**src/rtl/counter_updn_mod.sv**
```systemverilog
// Up/down modulo counter with runtime limit, wrap/saturate modes, terminal-count, wrap pulse and sticky overflow.
// Optional prescaler enabled by defining COUNTER_PRESCALE_EN (adds prescale_i and an internal phase counter).
module counter_updn_mod #(
    parameter int DATA_WIDTH     = 8,
    parameter int PRESCALE_WIDTH = 4
) (
    input  logic                      clk_i,
    input  logic                      rst_i,
    input  logic                      en_i,
    input  logic                      load_i,
    input  logic [DATA_WIDTH-1:0]     data_i,
    input  logic                      dir_i,
    input  logic                      sat_i,
    input  logic [DATA_WIDTH-1:0]     limit_i,
    input  logic                      clr_ovf_i,
`ifdef COUNTER_PRESCALE_EN
    input  logic [PRESCALE_WIDTH-1:0] prescale_i,
`endif
    output logic [DATA_WIDTH-1:0]     data_o,
    output logic                      tc_o,
    output logic                      wrap_o,
    output logic                      ovf_o
);

    if (DATA_WIDTH < 1 || PRESCALE_WIDTH < 1) begin : g_bad_params
        $error("counter_updn_mod: DATA_WIDTH and PRESCALE_WIDTH must be at least 1");
    end

    localparam logic [DATA_WIDTH-1:0] ONE_D = DATA_WIDTH'(1);

    logic [DATA_WIDTH-1:0] data_q, data_d;
    logic                  wrap_q, wrap_d;
    logic                  ovf_q, ovf_d;
    logic                  step;
    logic                  hit;

`ifdef COUNTER_PRESCALE_EN
    localparam logic [PRESCALE_WIDTH-1:0] ONE_P = PRESCALE_WIDTH'(1);
    logic [PRESCALE_WIDTH-1:0] psc_q, psc_d;
`endif

    always_comb begin
        data_d = data_q;
        wrap_d = 1'b0;
        ovf_d  = clr_ovf_i ? 1'b0 : ovf_q;
        step   = 1'b0;
        hit    = 1'b0;
`ifdef COUNTER_PRESCALE_EN
        psc_d  = psc_q;
`endif

        if (load_i) begin
            data_d = (data_i > limit_i) ? limit_i : data_i;
`ifdef COUNTER_PRESCALE_EN
            psc_d  = '0;
`endif
        end else if (en_i) begin
`ifdef COUNTER_PRESCALE_EN
            if (psc_q == prescale_i) begin
                step  = 1'b1;
                psc_d = '0;
            end else begin
                psc_d = psc_q + ONE_P;
            end
`else
            step = 1'b1;
`endif
        end

        if (step) begin
            if (dir_i) begin
                if (data_q < limit_i) begin
                    data_d = data_q + ONE_D;
                end else begin
                    hit    = 1'b1;
                    data_d = sat_i ? limit_i : '0;
                    wrap_d = ~sat_i;
                end
            end else begin
                // A count stranded above a freshly lowered limit snaps back silently.
                if (data_q > limit_i) begin
                    data_d = limit_i;
                end else if (data_q != '0) begin
                    data_d = data_q - ONE_D;
                end else begin
                    hit    = 1'b1;
                    data_d = sat_i ? '0 : limit_i;
                    wrap_d = ~sat_i;
                end
            end
        end

        // A boundary step in the same cycle as a clear leaves the flag set.
        if (hit) begin
            ovf_d = 1'b1;
        end
    end

    always_ff @(posedge clk_i) begin
        if (rst_i) begin
            data_q <= '0;
            wrap_q <= 1'b0;
            ovf_q  <= 1'b0;
`ifdef COUNTER_PRESCALE_EN
            psc_q  <= '0;
`endif
        end else begin
            data_q <= data_d;
            wrap_q <= wrap_d;
            ovf_q  <= ovf_d;
`ifdef COUNTER_PRESCALE_EN
            psc_q  <= psc_d;
`endif
        end
    end

    assign data_o = data_q;
    assign wrap_o = wrap_q;
    assign ovf_o  = ovf_q;
    assign tc_o   = dir_i ? (data_q >= limit_i) : (data_q == '0);

endmodule

```
**config.mk**
```make
export PLATFORM = sky130hd
export DESIGN_NAME = counter_updn_mod
export DESIGN_NICKNAME = d
export VERILOG_FILES = /design/src/rtl/counter_updn_mod.sv
export SDC_FILE = /design/constraint.sdc
export NUM_CORES = 1
export LEC_CHECK = 0
export CAP_MARGIN = 20
export CORE_UTILIZATION = 55
export DETAILED_ROUTE_END_ITERATION = 10
export PLACE_DENSITY = 0.87
export SLEW_MARGIN = 20
export SYNTH_ARGS = -nofsm -noshare
export SYNTH_HDL_FRONTEND = slang
export SYNTH_SLANG_ARGS = --single-unit
```
**constraint.sdc**
```tcl
create_clock -name clk_i -period 4.1 [get_ports clk_i]
set_input_delay 1.025 -clock clk_i [delete_from_list [all_inputs] [get_ports clk_i]]
set_output_delay 1.025 -clock clk_i [all_outputs]
set_load 0.1 [all_outputs]
```
After elaboration in Yosys (flattened, before gate mapping)
Cells that the tools add are included.

word-level totals
  memories = 0
  ROM bits = 0
  memory bits (writable) = 0
  bits in latches = 0
  register bits = 10
  output and inout bits = 11
  bits of input ports = 23
  word-level logic and storage cells = 39

operators by class
  divide/modulo/power cells = 0
  add/subtract/negate cells = 2
  $mul = 0
  shift-type cells = 0
  equal/unequal tests = 0
  magnitude comparators = 4
  bitwise operators = 2
  reductions and logical operators = 5
  muxes and demuxes = 23

operators by type and width
  kind                   number
  $mux W8                9
  $gt A8 B8 Y1           2
  $mux W1                14
  $add A8 B1 Y8 const B  1
  $ge A8 B8 Y1           1
  $logic_not A8 Y1       1
  $lt A8 B8 Y1           1
  $reduce_bool A8 Y1     1
  $sub A8 B1 Y8 const B  1
  $reduce_bool A2 Y1     2
  $not A1 Y1             2
  $reduce_or A2 Y1       1

Logic depth before layout (Yosys ltp)
  depth after elaboration = 6
  depth in mapped cells = 10
  mapped depth without buffers = 8

Worst setup path after synthesis
Ideal clock, no wire load.

  path kind = reg2out
  from = register data_q[0], in the netlist data_o[0]
  to = output tc_o
  data required time = 3.075 ns
  cell stages (with the launch flop) = 9
  data arrival time = 3.841 ns
  setup slack = -0.766 ns
  buffers on the path = 1
  cells stage by stage = dfxtp_1 clkbuf_1 inv_1 ha_1 nor2b_1 o211ai_2 a21oi_1 nor2_1 a31oi_1

between the ends
  word-level cells in the longest chain between the ends = 2
  elaborated cells between the ends (all ways) = 3
  those cells by class = order compare (1); mux (1); reduce/logical (1)

RTL lines
  item                                                     line  RTL
  start: declaration                                       31    logic [DATA_WIDTH-1:0] data_q, data_d;
  start signal: assignment                                 108   data_q <= data_d;
  $ge A8 B8 Y1 / $logic_not A8 Y1 (equally long branches)  120   assign tc_o = dir_i ? (data_q >= limit_i) : (data_q == '0);
  $mux W1 (*)                                              120
  end: declaration                                         20    output logic tc_o,

Mark *: on every way between the ends. The rest lies on a longest branch, timed or not.

Worst setup path in the final report
  from = input limit_i[1]
  to = output tc_o

between the ends
  word-level cells in the longest chain between the ends = 2

RTL lines
  item                line  RTL
  start: declaration  14    input logic [DATA_WIDTH-1:0] limit_i,
  $ge A8 B8 Y1        120
  $mux W1             120

Every way passes these cells.

==> reports/metrics.cfg <==
[placed_design]
post-place-ws_ns = 0.0301
io_buffers = 33
place_congestion = 0.892
placedCellCount = 260
dp_hpwl_mm = 3.41

[worst_setup_path]
crit_arrival_ns = 2.96
setup.worst_path.end_class = output pin
r2r_setup_slack_ns = 1.61
cp-start-kind = input port
critPathMaxFanout = 4
cp_data_required_time_ns = 3.07
worstSetupPathType = in -> out
rr_worst_depth = 7

[run]
drv_cap = 0

[timing]
slew_headroom_pct = 34.7
tns_ns = 0
max_freq_mhz = 251
drv_slew = 0
rsz0062_at_grt = false
min_period_ns = 3.98
finalCritPeriodShare_pct = 97.2
worst_slew_pin_slew_ns = 0.976
hold_viol = 0
finalClockSkew_ns = 0.00132
fin_ws_ns = 0.115
setup_viol = 0

[logic_synthesis]
synth.distinct_cells = 41
dominantRegCellSynth = dfxtp_1
post-synth-top-count-cell = nand3_1
synthCells = 205
syn_area_um2 = 1500
synth_edf_count = 0
synth.area.top_cells = ha_1 (16%), dfxtp_1 (13%), nand3_1 (7.3%)
ys_seq_area_share_pct = 13.3
synth_commonest_cells = nand3_1 (22), nand2_1 (20), ha_1 (19)
ys_seq_elements = 10
synth_nets = 247
yosysTopAreaCell = ha_1
ys_async_sr_fraction_pct = 0
yosysWarnings = 0
synth.top_cell.area_share_pct = 15.8
synth_area_per_cell_um2 = 7.34

[die]
rows = 18
die_area_um2 = 2950
die-width_um = 54.3
core_area_um2 = 2520
initial_utilization_pct = 59.6
io_pins = 34
die_y_um = 54.3

[clock_network]
clock_path_buffers = 2
cts_setup_buffers = 0
root_buffer = clkbuf_4
hold_buffers = 0
clkSlewWorstSetupHoldPaths_ns = 0.07
tritoncts = yes
htreeDepth = 1
clk-insertion-delay-late_ns = 0.27
cts_buffers = 3
cts.sinks = 10

[power_and_ir_drop]
worst_ir_drop_vdd_v = 0.000388
power.total_uw = 597
p_leak_uw = 0.000861
powerDensity_nw_per_um2 = 312

[global_routing]
grt_util_met1_pct = 44.8
grt_overflow = 0
top_usage_layer = met2
grt_antenna_before_repair = 0
grt_start_max_net_pins = 25
track_usage_pct = 34.0
gr-usage-met2_pct = 54.9
grt_pass1_vias = 1531
grt_pass1_wl_mm = 7.19
grt.met3_usage_pct = 7.22

[layout]
drive_above_1_share_pct = 8.97
diodes = 0
area_growth_pct = 27.4
final_util_pct = 75.9
nNetsFinal = 277
stdcell_count = 264

[routing]
drc = 0
wl_mm = 4.63
vias = 1723
drtPass1Iterations = 4
initialDrtViolationCount = 90
routed_via_density = 6.53
antenna_left = 0
wl_per_cell_um = 17.5

[run_status]
outcome = completed

[worst_hold_path]
hold_path.class = reg -> reg
hold_depth = 2

path summary, 6_finish.rpt:
check | start | to
hold / removal | ovf_o | ovf_o
setup reg to reg | data_o[0] | data_o[5]
hold reg to reg | ovf_o | ovf_o
setup / recovery | limit_i[1] | tc_o
critical path, stage by stage:
cell and delay (ns):
clkdlybuf4s50_1 0.57, inv_1 0.09, ha_1 0.31, nor2b_2 0.16, o211ai_2 0.10, a21oi_2 0.21
nor2_2 0.09, a31oi_4 0.20, buf_12 0.19
per-stage QoR:
| stage | hold slack, ns | cell area [µm²] |
|---|---|---|
| 2_1_floorplan | 0.881 | 1520 |
| 3_3_place_gp | 0.448 | 1870 |
| 3_5_place_dp | 0.477 | 1870 |
| 4_1_cts | 0.494 | 1910 |
| 5_1_grt | 0.518 | 1920 |
| 6_report | 0.478 | 1920 |
cells in the final DEF, fill, tap and decap left out, types with 2 or more instances in the layout:
cell type,Yosys,layout
nor2_1,16,15
clkdlybuf4s50_1,0,32
nand2_1,20,20
xor2_1,7,7
ha_1,19,19
mux2i_1,4,4
clkbuf_4,0,3
a21oi_1,12,11
a221o_1,7,7
nor2_2,1,2
dfxtp_1,10,10
inv_1,13,13
and3_1,4,4
nor3_1,4,4
buf_4,4,6
o21ai_0,7,7
xnor2_1,5,5
a31oi_1,5,4
nor2b_1,4,3
nand4_1,3,3
and4_1,3,3
a211oi_1,3,3
nand3_1,22,22
a41o_1,7,7
layout make-up:
| class | instances | area, µm² |
|---|---|---|
| multi-input cells | 168 | 1210 |
| fillers | 192 | 607 |
| repair buffers | 39 | 385 |
| flip-flops and latches | 10 | 200 |
| inverters | 13 | 48.8 |
| well taps | 30 | 37.5 |
| clock buffers | 4 | 36.3 |
flip-flops by register name, summed over array words and instances (netlist names):
| register | flops |
|---|---|
| ovf_o | 1 |
| data_o | 8 |
| wrap_o | 1 |
report_power, final:
group	internal, µW	total [µW]	switching (µW)
Combinational	142	370	228
Sequential	107	134	27.2
Clock	54.0	93.1	39.1
Total	303	597	294
timing repair:
action	in CTS	in global routing
endpoints found under the hold margin	0	0
endpoints found under the setup margin	0	1
gates resized for setup	0	3
cells by family (layout without fill, tap and decap cells):
kind of cell	after synthesis	after routing	synth area share [%]
fa+ha+maj	19	19	15.8
xor+xnor	12	12	6.99
flops	10	10	13.3
mux	4	4	2.66
simple gates	83	83	27.2
buf+inv	27	56	7.99
compound gates	50	50	26.0
routing by layer:
metal	vias to the layer above	part of all wire (%)
met2	89	46
li1	823	-
met4	0	3.2
met3	15	7.7
met5	-	0
met1	796	43
Note: power is estimated with default switching activity, not from simulation.
